`src/rtl/buffer_b_sched_if.sv`:
```
// Request channel from the host sequencer into the B-buffer command scheduler.
interface buffer_b_sched_if;
  logic       req_valid;
  logic       req_ready;
  logic [1:0] req_op;
  logic [3:0] req_buf;
  logic [7:0] req_dim_x;
  logic [7:0] req_dim_y;

  modport master (output req_valid, req_op, req_buf, req_dim_x, req_dim_y, input req_ready);
  modport slave  (input req_valid, req_op, req_buf, req_dim_x, req_dim_y, output req_ready);
endinterface

```
`src/rtl/buffer_b_sched.sv`:
```
// Queued LOAD/SEND/CLEAR scheduler for the B-operand buffer bank with shadow occupancy tracking.
// Optional request validation is enabled by defining BUF_B_SCHED_CHECK_EN.
module buffer_b_sched #(
  parameter int unsigned MMU_SIZE   = 10,
  parameter int unsigned FIFO_DEPTH = 4
) (
  input  logic                clk,
  input  logic                rst_n,
  buffer_b_sched_if.slave     req,
  input  logic                stop_in,
  output logic [1:0]          buf_cmd,
  output logic [4:0]          buf_sel,
  output logic [7:0]          buf_dim_x,
  output logic [7:0]          buf_dim_y,
  output logic                buf_stop,
  output logic                busy,
  output logic                done,
  output logic                err,
  output logic [MMU_SIZE-1:0] loaded
);
  localparam int unsigned PTR_W = (FIFO_DEPTH > 1) ? $clog2(FIFO_DEPTH) : 1;
  localparam int unsigned CNT_W = PTR_W + 1;
  localparam int unsigned SLOTS = 16;
  localparam logic [1:0] OP_NOP = 2'b00, OP_LOAD = 2'b01, OP_SEND = 2'b10, OP_CLEAR = 2'b11;

  typedef struct packed {
    logic [1:0] op;
    logic [3:0] buf_id;
    logic [7:0] dim_x;
    logic [7:0] dim_y;
  } req_t;

  typedef enum logic [1:0] {S_IDLE, S_ISSUE, S_RUN, S_DRAIN} state_t;

  req_t             fifo_mem [FIFO_DEPTH];
  logic [PTR_W-1:0] wr_ptr, rd_ptr;
  logic [CNT_W-1:0] fifo_cnt, fifo_cnt_next;
  logic             push, pop, head_ok, head_reject, cur_in_range;
  req_t             head, cur;
  state_t           state, state_next;
  logic [15:0]      run_cnt, run_cnt_next, run_len;
  logic [7:0]       shadow_x [SLOTS];
  logic [7:0]       shadow_y [SLOTS];
  logic [SLOTS-1:0] loaded_upd;

  assign head          = fifo_mem[rd_ptr];
  assign push          = req.req_valid && req.req_ready;
  assign pop           = (state == S_IDLE) && (fifo_cnt != '0);
  assign fifo_cnt_next = fifo_cnt + CNT_W'(push) - CNT_W'(pop);
  assign cur_in_range  = 32'(cur.buf_id) < MMU_SIZE;
  assign head_ok       = (head.op != OP_NOP) && !head_reject;
  // Stall is ignored by the buffer while it clears, so it is masked here too.
  assign buf_stop      = stop_in && !((state != S_IDLE) && (cur.op == OP_CLEAR));

`ifdef BUF_B_SCHED_CHECK_EN
  logic [SLOTS-1:0] loaded_ext;
  assign loaded_ext = SLOTS'(loaded);

  always_comb begin
    head_reject = 1'b0;
    if (head.op != OP_NOP) begin
      if (32'(head.buf_id) >= MMU_SIZE)
        head_reject = 1'b1;
      else if ((head.op == OP_SEND) && !loaded_ext[head.buf_id])
        head_reject = 1'b1;
      else if ((head.op == OP_LOAD) && ((32'(head.dim_x) > MMU_SIZE) || (32'(head.dim_y) > MMU_SIZE)))
        head_reject = 1'b1;
    end
  end
`else
  assign head_reject = 1'b0;
`endif

  // Run length of the operation latched at issue.
  always_comb begin
    case (cur.op)
      OP_LOAD:  run_len = 16'(cur.dim_x) * 16'(cur.dim_y);
      OP_SEND:  run_len = 16'(shadow_x[cur.buf_id]);
      OP_CLEAR: run_len = 16'(MMU_SIZE);
      default:  run_len = '0;
    endcase
  end

  // Out-of-range slots fall into the padding bits and are dropped on write-back.
  always_comb begin
    loaded_upd              = SLOTS'(loaded);
    loaded_upd[cur.buf_id]  = (cur.op == OP_LOAD);
  end

  always_comb begin
    state_next   = state;
    run_cnt_next = run_cnt;
    case (state)
      S_IDLE:  if (pop && head_ok) state_next = S_ISSUE;
      S_ISSUE: begin
        run_cnt_next = run_len;
        state_next   = (run_len == '0) ? S_DRAIN : S_RUN;
      end
      S_RUN: if (!(stop_in && (cur.op != OP_CLEAR))) begin
        run_cnt_next = run_cnt - 16'd1;
        if (run_cnt == 16'd1) state_next = S_DRAIN;
      end
      S_DRAIN: state_next = S_IDLE;
      default: state_next = S_IDLE;
    endcase
  end

  // Queue storage needs no reset; occupancy is tracked by the pointers and count.
  always_ff @(posedge clk) begin
    if (push) fifo_mem[wr_ptr] <= '{req.req_op, req.req_buf, req.req_dim_x, req.req_dim_y};
  end

  always_ff @(posedge clk) begin
    if (!rst_n) begin
      state         <= S_IDLE;
      run_cnt       <= '0;
      wr_ptr        <= '0;
      rd_ptr        <= '0;
      fifo_cnt      <= '0;
      cur           <= '0;
      req.req_ready <= 1'b1;
      busy          <= 1'b0;
      buf_cmd       <= '0;
      buf_sel       <= '0;
      buf_dim_x     <= '0;
      buf_dim_y     <= '0;
      done          <= 1'b0;
      err           <= 1'b0;
      loaded        <= '0;
      for (int i = 0; i < int'(SLOTS); i++) begin
        shadow_x[i] <= '0;
        shadow_y[i] <= '0;
      end
    end else begin
      state         <= state_next;
      run_cnt       <= run_cnt_next;
      fifo_cnt      <= fifo_cnt_next;
      req.req_ready <= (fifo_cnt_next != CNT_W'(FIFO_DEPTH));
      busy          <= (state_next != S_IDLE) || (fifo_cnt_next != '0);
      buf_cmd       <= '0;
      done          <= 1'b0;
      err           <= pop && head_reject;
      if (push) wr_ptr <= wr_ptr + PTR_W'(1);
      if (pop)  rd_ptr <= rd_ptr + PTR_W'(1);
      if (pop && head_ok) begin
        cur     <= head;
        buf_cmd <= head.op;
        buf_sel <= 5'(head.buf_id);
        // SEND carries the stored geometry; LOAD and CLEAR carry the request's.
        buf_dim_x <= (head.op == OP_SEND) ? shadow_x[head.buf_id] : head.dim_x;
        buf_dim_y <= (head.op == OP_SEND) ? shadow_y[head.buf_id] : head.dim_y;
      end
      if (state_next == S_DRAIN) begin
        done <= 1'b1;
        if ((cur.op == OP_LOAD) || (cur.op == OP_CLEAR)) begin
          loaded <= loaded_upd[MMU_SIZE-1:0];
          if (cur_in_range) begin
            shadow_x[cur.buf_id] <= (cur.op == OP_LOAD) ? cur.dim_x : 8'd0;
            shadow_y[cur.buf_id] <= (cur.op == OP_LOAD) ? cur.dim_y : 8'd0;
          end
        end
      end
    end
  end
endmodule

```
`src/flat_wrapper.sv`:
```
// flat-port wrapper written by rule: the top's interface ports become plain ports
module buffer_b_sched_flat 
#(
  parameter int unsigned MMU_SIZE   = 10,
  parameter int unsigned FIFO_DEPTH = 4
)
  (clk, rst_n, stop_in, buf_cmd, buf_sel, buf_dim_x, buf_dim_y, buf_stop, busy, done, err, loaded, req_req_valid, req_req_op, req_req_buf, req_req_dim_x, req_req_dim_y, req_req_ready);
  buffer_b_sched_if req_i ();
  input  logic clk;
  input  logic rst_n;
  input  logic stop_in;
  output logic [1:0] buf_cmd;
  output logic [4:0] buf_sel;
  output logic [7:0] buf_dim_x;
  output logic [7:0] buf_dim_y;
  output logic buf_stop;
  output logic busy;
  output logic done;
  output logic err;
  output logic [MMU_SIZE-1:0] loaded;
  input wire logic [$bits(req_i.req_valid)-1:0] req_req_valid;
  input wire logic [$bits(req_i.req_op)-1:0] req_req_op;
  input wire logic [$bits(req_i.req_buf)-1:0] req_req_buf;
  input wire logic [$bits(req_i.req_dim_x)-1:0] req_req_dim_x;
  input wire logic [$bits(req_i.req_dim_y)-1:0] req_req_dim_y;
  output wire logic [$bits(req_i.req_ready)-1:0] req_req_ready;
  assign req_i.req_valid = req_req_valid;
  assign req_i.req_op = req_req_op;
  assign req_i.req_buf = req_req_buf;
  assign req_i.req_dim_x = req_req_dim_x;
  assign req_i.req_dim_y = req_req_dim_y;
  assign req_req_ready = req_i.req_ready;
  buffer_b_sched #(.MMU_SIZE(MMU_SIZE), .FIFO_DEPTH(FIFO_DEPTH)) u_core (.clk(clk), .rst_n(rst_n), .req(req_i), .stop_in(stop_in), .buf_cmd(buf_cmd), .buf_sel(buf_sel), .buf_dim_x(buf_dim_x), .buf_dim_y(buf_dim_y), .buf_stop(buf_stop), .busy(busy), .done(done), .err(err), .loaded(loaded));
endmodule
```
`config.mk`:
```
export PLATFORM = sky130hd
export DESIGN_NAME = buffer_b_sched_flat
export DESIGN_NICKNAME = d
export VERILOG_FILES = /design/src/rtl/buffer_b_sched_if.sv /design/src/rtl/buffer_b_sched.sv /design/src/flat_wrapper.sv
export SDC_FILE = /design/constraint.sdc
export NUM_CORES = 1
export LEC_CHECK = 0
export CAP_MARGIN = 20
export CELL_PAD_IN_SITES_DETAIL_PLACEMENT = 1
export CELL_PAD_IN_SITES_GLOBAL_PLACEMENT = 2
export CORE_MARGIN = 2
export CORE_UTILIZATION = 45
export CTS_CLUSTER_SIZE = 25
export DETAILED_ROUTE_END_ITERATION = 8
export GPL_TIMING_DRIVEN = 0
export PLACE_DENSITY_LB_ADDON = 0.1
export SETUP_SLACK_MARGIN = 0.05
export SLEW_MARGIN = 10
export SYNTH_ARGS = -nofsm -noshare
export SYNTH_HDL_FRONTEND = slang
export SYNTH_SLANG_ARGS = --single-unit
export TNS_END_PERCENT = 30
```
`constraint.sdc`:
```
create_clock -name clk -period 8.5 [get_ports clk]
set_input_delay 1.275 -clock clk [delete_from_list [all_inputs] [get_ports clk]]
set_output_delay 1.275 -clock clk [all_outputs]
set_load 0.01 [all_outputs]
```
* Word-level counts from Yosys, hierarchy flattened
Memory sizes are Yosys's and may differ from the RTL's. A register that Yosys moved wholly into a read port is not among the register bits.
Cells that the tools add are included.
W data, S select, Z words.
** Cells by class
- Add/subtract/negate cells :: 5
- Multiply operators :: 1
- Divide/modulo/power cells :: 0
- $lt $le $gt $ge :: 3
- Eq/ne operators :: 12
- Shifts and indexed selects :: 0
- Multiplexer cells :: 34
- Bitwise gates (word level) :: 0
- Reductions and logical operators :: 23
** Operator list (number)
- $mux W8 :: 6
- $pmux W16 S3 :: 1
- $pmux W16 S2 :: 1
- $bwmux W16 :: 1
- $eq A16 B1 Y1 const B :: 1
- $logic_not A16 Y1 :: 1
- $mul A8 B8 Y16 :: 1
- $mux W16 :: 1
- $mux W4 :: 4
- $reduce_or A8 Y1 :: 2
- $sub A16 B1 Y16 const B :: 1
- $mux W1 :: 13
- $eq A2 B2 Y1 const B :: 6
- $mux W2 :: 5
- $pmux W2 S4 :: 1
- $reduce_bool A2 Y1 :: 4
- $logic_and A1 B1 Y1 :: 7
- $reduce_and A2 Y1 :: 3
- $reduce_bool A3 Y1 :: 2
- $lt A4 B5 Y1 const B :: 1
- $add A2 B1 Y2 const B :: 2
- $demux W1 S4 :: 1
- $eq A2 B1 Y1 const B :: 2
- $ge A4 B1 Y1 const B :: 1
- 8 further kinds :: 10
** Word-level totals
- Register bits :: 78
- Bits in latches :: 0
- RAM bits :: 344
- Memory bits (read-only) :: 0
- Bits of input ports :: 26
- Output and inout bits :: 38
- Logic and storage cells :: 97
- Memories :: 3
** Memories
- u_core.shadow_x :: depth 16, width 8, rd ports 2, clocked after memory_dff 1, write ports 16, line buffer_b_sched.sv:42 : logic [7:0] shadow_x [SLOTS];
- u_core.shadow_y :: depth 16, width 8, rd ports 1, clocked after memory_dff 0, write ports 16, line buffer_b_sched.sv:43 : logic [7:0] shadow_y [SLOTS];
- u_core.fifo_mem :: depth 4, width 22, rd ports 1, clocked after memory_dff 1, write ports 1, line buffer_b_sched.sv:35 : req_t fifo_mem [FIFO_DEPTH];

* Longest topological paths before layout
Gate-level depths: netlist of the first run.
- Word-level depth :: 11
- Mapped depth :: 22
- Gate-level depth less buffers :: 18

* Worst setup path after synthesis of the first run
No wires, ideal clock.
- Path type :: register -> register
- Start point :: register u_core.cur[2] (netlist bit)
- End point :: memory u_core.shadow_x[7][0], enable pin
- Setup time :: 0.411 ns
- Data arrival time :: 6.336 ns
- Required time :: 8.089 ns
- Path slack :: 1.752 ns
- Stages on the path, launching flop included :: 21
- Buffers on the path :: 3
- Path through :: dfxtp_1 -> clkbuf_1 -> and2_1 -> fa_1 -> inv_1 -> fa_1 -> fa_1 -> fa_1 -> inv_1 -> ha_1 -> clkbuf_1 -> and3_1 -> a221oi_1 -> o21ai_0 -> xor2_1 -> a311o_1 -> o31a_1 -> o31ai_2 -> a21oi_2 -> clkbuf_1 -> o21ai_0
** RTL lines
- start: declaration :: line buffer_b_sched.sv:39 : req_t head, cur;
- start signal: assignment :: line buffer_b_sched.sv:120 : cur <= '0;
- start signal: assignment :: line buffer_b_sched.sv:146 : cur <= head;
- end: declaration :: line buffer_b_sched.sv:42

==> PnR_summary.wiki, run 1 <==
{| class="wikitable"
! Metric !! Value
|-
| First-pass GRT wire length || 101 mm
|-
| Residual DRC count || 0
|-
| Fraction of layout cells with a size suffix above 1 || 18.0%
|-
| Die height || 224 um
|-
| Post-detailed-route wirelength per cell || 27.0 um
|-
| Type of the setup path with the least slack || flip-flop to flip-flop
|-
| Filler cell count || 4742
|-
| Run status || complete, no violations
|-
| Portion of the post-synthesis area used by sequential elements || 55.4%
|-
| Mean Syn Cell Area || 13.3 um2
|-
| Buffer levels on the longest clock path || 3
|-
| Crit path capture type || flip-flop
|-
| TritonCTS clock tree || built
|-
| Layout-stage area growth over the synthesis result || 16.5%
|-
| Register-to-Register Setup Slack || 1010 ps
|-
| Pleak || 8.71 nW
|-
| Number of top-level design ports || 64
|-
| Number of setup violations in the final report || 0
|-
| Initial cell density of the core || 45.5%
|-
| Post-Synthesis Cell Area || 21700 um2
|-
| Routed Wire Length || 67.6 mm
|-
| Combined global-route utilization of all metal layers || 27.7%
|-
| Delay of the slowest cell on the worst path || 630 ps
|-
| Critical Path Start Type || flip-flop
|-
| Remaining number of nets flagged by the antenna check after routing || 0
|-
| Clock Pin Slew Worst Setup and Hold Paths || 60 ps
|-
| Synth unique cells || 65
|-
| Share of Yosys cell area claimed by the top area cell type || 47.6%
|-
| WHS Path Cells || 2
|-
| Post-route clock period utilization || 88.1%
|-
| Root buffer selected by CTS || clkbuf_16
|-
| Library cell with the largest summed area after synthesis || edfxtp_1
|-
| Router iterations before antenna repair || 6
|-
| Core occupancy in the finished layout || 53.0%
|-
| Vias in the first global route || 15710
|-
| Initial antenna violation count || 0
|-
| Data arrival, critical path || 7830 ps
|-
| Most instantiated cells after synthesis || edfxtp_1 (344), nand2_1 (157), nor3_2 (100), mux4_2 (98), a21oi_1 (87)
|-
| Mean number of vias per cell || 5.88
|-
| Minimum hold slack || 466 ps
|-
| Residual overflow from global routing || 0
|-
| Worst slew margin relative to its limit || 29.9%
|-
| Number of core rows || 80
|-
| Placed wire-length estimate || 50.2 mm
|-
| Crit path cell chain || clkbuf_1 > nand2_1 > fa_1 > fa_1 > fa_1 > fa_1 > inv_1 > ha_1 > a21o_1 > a221oi_1 > o21ai_0 > a31oi_1 > xor2_1 > nor2_1 > o31ai_2 > a21oi_2 > clkbuf_1 > o21ai_2 > buf_8
|-
| Min setup slack post-route || 1010 ps
|-
| Cell area after layout || 25200 um2
|-
| M1 GR Usage || 37.8%
|-
| Post-layout power || 7.55 mW
|-
| Number of H-tree levels || 2
|-
| Actual transition at the worst max-transition pin || 1050 ps
|-
| Global-route track usage on met3 || 3.49%
|-
| RePlAce Congestion || 0.844
|-
| Later-pin clock latency in the skew report || 590 ps
|-
| Clock sink count || 428
|-
| Maximum number of pins on one net before global-route repair || 18
|-
| Number of instances in the synthesized netlist || 1626
|-
| Leading post-synthesis cells by cell area || edfxtp_1 (48%), mux4_2 (10%), dfxtp_1 (7.8%)
|-
| #FFs+latches synth || 428
|-
| Library cell with the highest instance count after synthesis || edfxtp_1
|-
| Dominant synthesized flop cell || edfxtp_1
|-
| Async set-or-reset flop fraction in the synthesized netlist || 0%
|-
| Power density over the cells || 299 nW/um2
|-
| Post-Route Skew || 16.4 ps
|-
| Vias || 14715
|-
| Post-layout net count || 1960
|-
| Antenna diode count || 0
|-
| Buffers inserted by post-CTS timing repair || 0
|-
| Max-cap check violation count || 0
|-
| Worst IR drop on VDD || 209 uV
|-
| Path type of the worst min-delay path || flip-flop to flip-flop
|-
| Worst setup timing slack at the placement stage || 1140 ps
|-
| Total clock buffers created by CTS || 47
|-
| Number of resized instances in the post-cts repair step || 0
|-
| Length in cells of the worst reg-to-reg path || 19
|-
| CP dominant cell by count || fa_1
|-
| Drt first-iter violations || 1250
|-
| Max Freq || 134 MHz
|-
| Area of the die || 50000 um2
|-
| Die W || 224 um
|-
| Placeable core area || 47600 um2
|-
| Max Fanout on Critical Path || 10
|-
| RSZ-0062 raised after global routing || no
|-
| Yosys Warn Count || 0
|-
| Critical Path RT || 8840 ps
|-
| Shortest clock period the worst path allows after layout || 7490 ps
|-
| Number of hold-slack violations in the final timing report || 0
|-
| Number of max-slew violations in the final report || 0
|-
| Hold buffer count at CTS || 0
|-
| EDFF count, synth || 344
|-
| Global-route layer with the greatest usage || met2
|-
| Met2 usage in global routing || 46.2%
|-
| Number of input and output port buffers inserted || 60
|-
| Standard cell area after detailed placement || 23700 um2
|-
| CP max-delay cell || clkbuf_1
|}
[critical path: cells and delay by family (launching register included)]
family	cells	cell delay, ps
AND/OR/NAND/NOR	2	700
XOR/XNOR	1	80
buffers and inverters	4	1450
adder cells (fa/ha/maj)	5	2400
AO/OA/AOI/OAI	7	2290
flip-flops	1	300
[layout make-up]
cell class | count | area [um2] | share of cell area [%]
timing repair buffer | 78 | 867 | 3.43
multi-input combinational | 1094 | 9180 | 36.4
inverter | 72 | 270 | 1.07
sequential | 428 | 12000 | 47.6
clock buffer | 62 | 1290 | 5.13
buffer | 129 | 623 | 2.47
clock inverter | 24 | 234 | 0.927
tap | 615 | 769 | 3.05
[through the flow]
stage | instances | TNS [ps]
final | 2502 | 0
after global routing | 2502 | 0
after global placement | 2398 | -27210
after floorplan | 1723 | 0
after detailed placement | 2414 | 0
after CTS | 2500 | 0
[final timing paths]
check	start	endpoint
setup / recovery	u_core.cur[3]$_SDFFE_PN0P_	u_core.shadow_y[8][2]$_SDFFCE_PN0P_
hold / removal	u_core.loaded[4]$_SDFFE_PN0P_	u_core.loaded[4]$_SDFFE_PN0P_
setup reg to reg	u_core.cur[3]$_SDFFE_PN0P_	u_core.shadow_y[8][2]$_SDFFCE_PN0P_
hold reg to reg	u_core.loaded[4]$_SDFFE_PN0P_	u_core.loaded[4]$_SDFFE_PN0P_
[registers in the layout (all words and copies together) (netlist names), 3 cells and up, named ones only]
signal,count
u_core.shadow_x,128
u_core.shadow_y,128
u_core.fifo_mem,88
u_core.cur,22
u_core.run_cnt,16
u_core.loaded,10
u_core.buf_dim_x,8
u_core.buf_dim_y,8
u_core.fifo_cnt,3
[cell families after synthesis]
| group | Yosys count | synth area share, % |
|---|---|---|
| mux | 171 | 13.6 |
| flops | 428 | 55.4 |
| buf+inv | 201 | 4.11 |
| simple gates | 492 | 13.4 |
| compound gates | 235 | 6.79 |
| xor+xnor | 14 | 0.566 |
| other cells | 1 | 0.0173 |
| fa+ha+maj | 84 | 6.13 |
[layout by cell type, fill, tap and decap left out, types with 12 or more instances in the layout]
cell,count
buf_6,16
o221ai_1,16
buf_8,12
clkbuf_16,49
a22oi_1,15
nor3_2,100
clkbuf_1,96
fa_1,37
buf_2,16
mux2i_1,67
dfxtp_1,84
nor3_1,68
nand2_1,157
and2_1,46
nand3_1,15
conb_1,98
o21ai_0,37
nor2b_1,24
nor2_1,31
edfxtp_1,344
inv_1,71
a21oi_1,87
mux4_2,98
clkdlybuf4s50_1,60
a211oi_1,19
ha_1,47
[power by group]
part	internal (mW)	total, mW	switching, mW
sequential	2.50	2.65	0.151
combinational	0.991	2.85	1.86
clock	1.20	2.05	0.853
[per-layer routing]
metal	vias up	share of wire, %
li1	6482	-
met1	7637	43
met2	487	49
met3	109	5.5
met4	0	3.0
met5	-	0
Note: power is estimated with default switching activity, not from simulation.
==> run 2: changes to the inputs <==
CORE_MARGIN = 4   (was 2)
==> PnR_summary.wiki, run 2 (synthesized netlist as in run 1, its figures left out) <==
{| class="wikitable"
! Metric !! Value
|-
| Critical Path RT || 8790 ps (was 8840 ps)
|-
| Area of the die || 51800 um2 (was 50000 um2)
|-
| Residual DRC count || 0 (unchanged)
|-
| Placed wire-length estimate || 49.7 mm (was 50.2 mm)
|-
| Area used by sequential logic in the layout || 12000 um2 (unchanged)
|-
| Antenna diode count || 0 (unchanged)
|-
| Vias || 14838 (was 14715)
|-
| Buffer levels on the longest clock path || 3 (unchanged)
|-
| Biggest regs || u_core.shadow_x: 128 flops, u_core.shadow_y: 128 flops, u_core.fifo_mem: 88 flops (unchanged)
|-
| First-pass GRT wire length || 101 mm (about the same)
|-
| Logic pwr share || 37.7% (about the same)
|-
| Mean number of vias per cell || 5.94 (was 5.88)
|-
| P_sw || 2.85 mW (was 2.86 mW)
|-
| Number of max-slew violations in the final report || 0 (unchanged)
|-
| Router iterations before antenna repair || 5 (was 6)
|-
| Post-detailed-route wirelength per cell || 27.0 um (about the same)
|-
| Post-layout power || 7.53 mW (was 7.55 mW)
|-
| Filler cell count || 4803 (was 4742)
|-
| Number of setup violations in the final report || 0 (unchanged)
|-
| Hold buffer count at CTS || 0 (unchanged)
|-
| Type of the setup path with the least slack || flip-flop to flip-flop (unchanged)
|-
| Worst IR drop on VDD || 205 uV (was 209 uV)
|-
| Max-cap check violation count || 0 (unchanged)
|-
| Minimum hold slack || 466 ps (about the same)
|-
| Total negative setup slack || 0 ps (unchanged)
|-
| Number of top-level design ports || 64 (unchanged)
|-
| Data arrival, critical path || 7750 ps (was 7830 ps)
|-
| Fraction of layout cells with a size suffix above 1 || 17.9% (was 18.0%)
|-
| Crit path capture type || flip-flop (unchanged)
|-
| TritonCTS clock tree || built (unchanged)
|-
| Power density over the cells || 299 nW/um2 (about the same)
|-
| Drt first-iter violations || 1118 (was 1250)
|-
| Number of core rows || 80 (unchanged)
|-
| Part of the power in registers || 35.2% (was 35.1%)
|-
| Vias in the first global route || 15649 (was 15710)
|-
| Initial cell density of the core || 45.5% (unchanged)
|-
| Root buffer selected by CTS || clkbuf_16 (unchanged)
|-
| Number of input and output port buffers inserted || 60 (unchanged)
|-
| Die height || 228 um (was 224 um)
|-
| Max Fanout on Critical Path || 10 (unchanged)
|-
| Total clock buffers created by CTS || 46 (was 47)
|-
| Number of hold-slack violations in the final timing report || 0 (unchanged)
|-
| Buffers inserted by post-CTS timing repair || 0 (unchanged)
|-
| Clock Pin Slew Worst Setup and Hold Paths || 60 ps (about the same)
|-
| Pleak || 8.69 nW (was 8.71 nW)
|-
| Cell internal pwr || 4.68 mW (was 4.69 mW)
|-
| Combined global-route utilization of all metal layers || 26.4% (was 27.7%)
|-
| Layout-stage area growth over the synthesis result || 16.3% (was 16.5%)
|-
| Clock power frac || 27.1% (about the same)
|-
| Switching Fraction || 37.9% (about the same)
|-
| Initial antenna violation count || 0 (unchanged)
|-
| Post-Route Skew || 17.1 ps (was 16.4 ps)
|-
| Number of H-tree levels || 2 (unchanged)
|-
| Max Freq || 134 MHz (about the same)
|-
| RSZ-0062 raised after global routing || no (unchanged)
|-
| Residual overflow from global routing || 0 (unchanged)
|-
| Clock sink count || 428 (unchanged)
|-
| Later-pin clock latency in the skew report || 590 ps (about the same)
|-
| Number of resized instances in the post-cts repair step || 0 (unchanged)
|-
| Cell area after layout || 25200 um2 (about the same)
|-
| Post-layout net count || 1959 (was 1960)
|-
| Post-route clock period utilization || 87.8% (was 88.1%)
|-
| Shortest clock period the worst path allows after layout || 7460 ps (was 7490 ps)
|-
| Run status || complete, no violations (unchanged)
|-
| RePlAce Congestion || 0.848 (was 0.844)
|-
| Placeable core area || 47600 um2 (unchanged)
|-
| Remaining number of nets flagged by the antenna check after routing || 0 (unchanged)
|-
| Worst slew margin relative to its limit || 24.3% (was 29.9%)
|-
| Critical Path Start Type || flip-flop (unchanged)
|-
| Standard cell area after detailed placement || 23700 um2 (about the same)
|-
| Die W || 228 um (was 224 um)
|-
| Routed Wire Length || 67.4 mm (was 67.6 mm)
|-
| Actual transition at the worst max-transition pin || 1130 ps (was 1050 ps)
|-
| Highest-count cells in the layout ignoring fill and taps || edfxtp_1 (344), nand2_1 (157), nor3_2 (100) (unchanged)
|-
| Path type of the worst min-delay path || flip-flop to flip-flop (unchanged)
|-
| Multi-input gate area in the final layout || 9180 um2 (unchanged)
|-
| Core occupancy in the finished layout || 52.9% (was 53.0%)
|-
| Most common cell after layout, fill and taps aside || edfxtp_1 (unchanged)
|-
| Maximum number of pins on one net before global-route repair || 24 (was 18)
|}
run 2: cell types whose count changed in the layout (fill, tap and decap cells not counted), moves of 2 or more:
cell and change:
buf_6 +5, clkinv_2 -3, clkinv_1 -2, clkbuf_1 -2
clkbuf_16 -2, buf_8 -6
run 2: cell type report:
cell class,count,area share (%)
Inverter,72,1.07
Timing Repair Buffer,78,3.41
Sequential cell,428,47.6
Clock inverter,21,0.983
Tap cell,615,3.05
Buffer,129,2.47
Clock buffer,59,4.96
Multi-Input combinational cell,1094,36.4
run 2: worst paths after layout:
path,depth (start not counted),startpoint,slack (ps),to
setup / recovery,20,u_core.cur[3]$_SDFFE_PN0P_,1040,u_core.shadow_y[8][1]$_SDFFCE_PN0P_
setup reg to reg,20,u_core.cur[3]$_SDFFE_PN0P_,1040,u_core.shadow_y[8][1]$_SDFFCE_PN0P_
hold / removal,2,u_core.loaded[1]$_SDFFE_PN0P_,470,u_core.loaded[1]$_SDFFE_PN0P_
hold reg to reg,2,u_core.loaded[1]$_SDFFE_PN0P_,470,u_core.loaded[1]$_SDFFE_PN0P_
run 2: worst max-delay path, stage by stage, from the launching register on:
cell and delay (ps):
dfxtp_1 300, clkbuf_1 500, nand2_1 170, fa_1 520, fa_1 570, fa_1 440, fa_1 500, inv_1 40
ha_1 250, clkbuf_1 220, a21o_1 230, a311o_1 340, a221oi_1 390, mux2i_1 170, nor3_1 270, nand4b_1 320
o31ai_2 380, a21oi_2 230, clkbuf_1 370, o21ai_2 670, buf_6 250
run 2: through the flow:
step           worst slack [ps]  instances
2_1_floorplan              1750       1723
3_3_place_gp               -347       2398
3_5_place_dp               1080       2413
4_1_cts                    1070       2493
5_1_grt                     601       2496
6_report                   1040       2496
run 2: power by group through the flow:
| stage | clock network, mW | logic [mW] | registers [mW] |
|---|---|---|---|
| 2_1_floorplan | 0 | 1.73 | 2.64 |
| 3_3_place_gp | 0 | 2.74 | 2.68 |
| 3_5_place_dp | 0 | 2.80 | 2.69 |
| 4_1_cts | 2.08 | 2.82 | 2.65 |
| 5_1_grt | 2.17 | 3.04 | 2.67 |
| 6_report | 2.04 | 2.84 | 2.65 |
run 2: layer usage:
layer  vias to the layer above  global-route usage [%]  part of all wire (%)
met5                         -                       0                     0
met4                         0                    7.67                   3.2
met3                       131                    3.79                   4.9
met2                       428                    43.8                    48
met1                      7804                    36.7                    43
li1                       6475                       -                     -
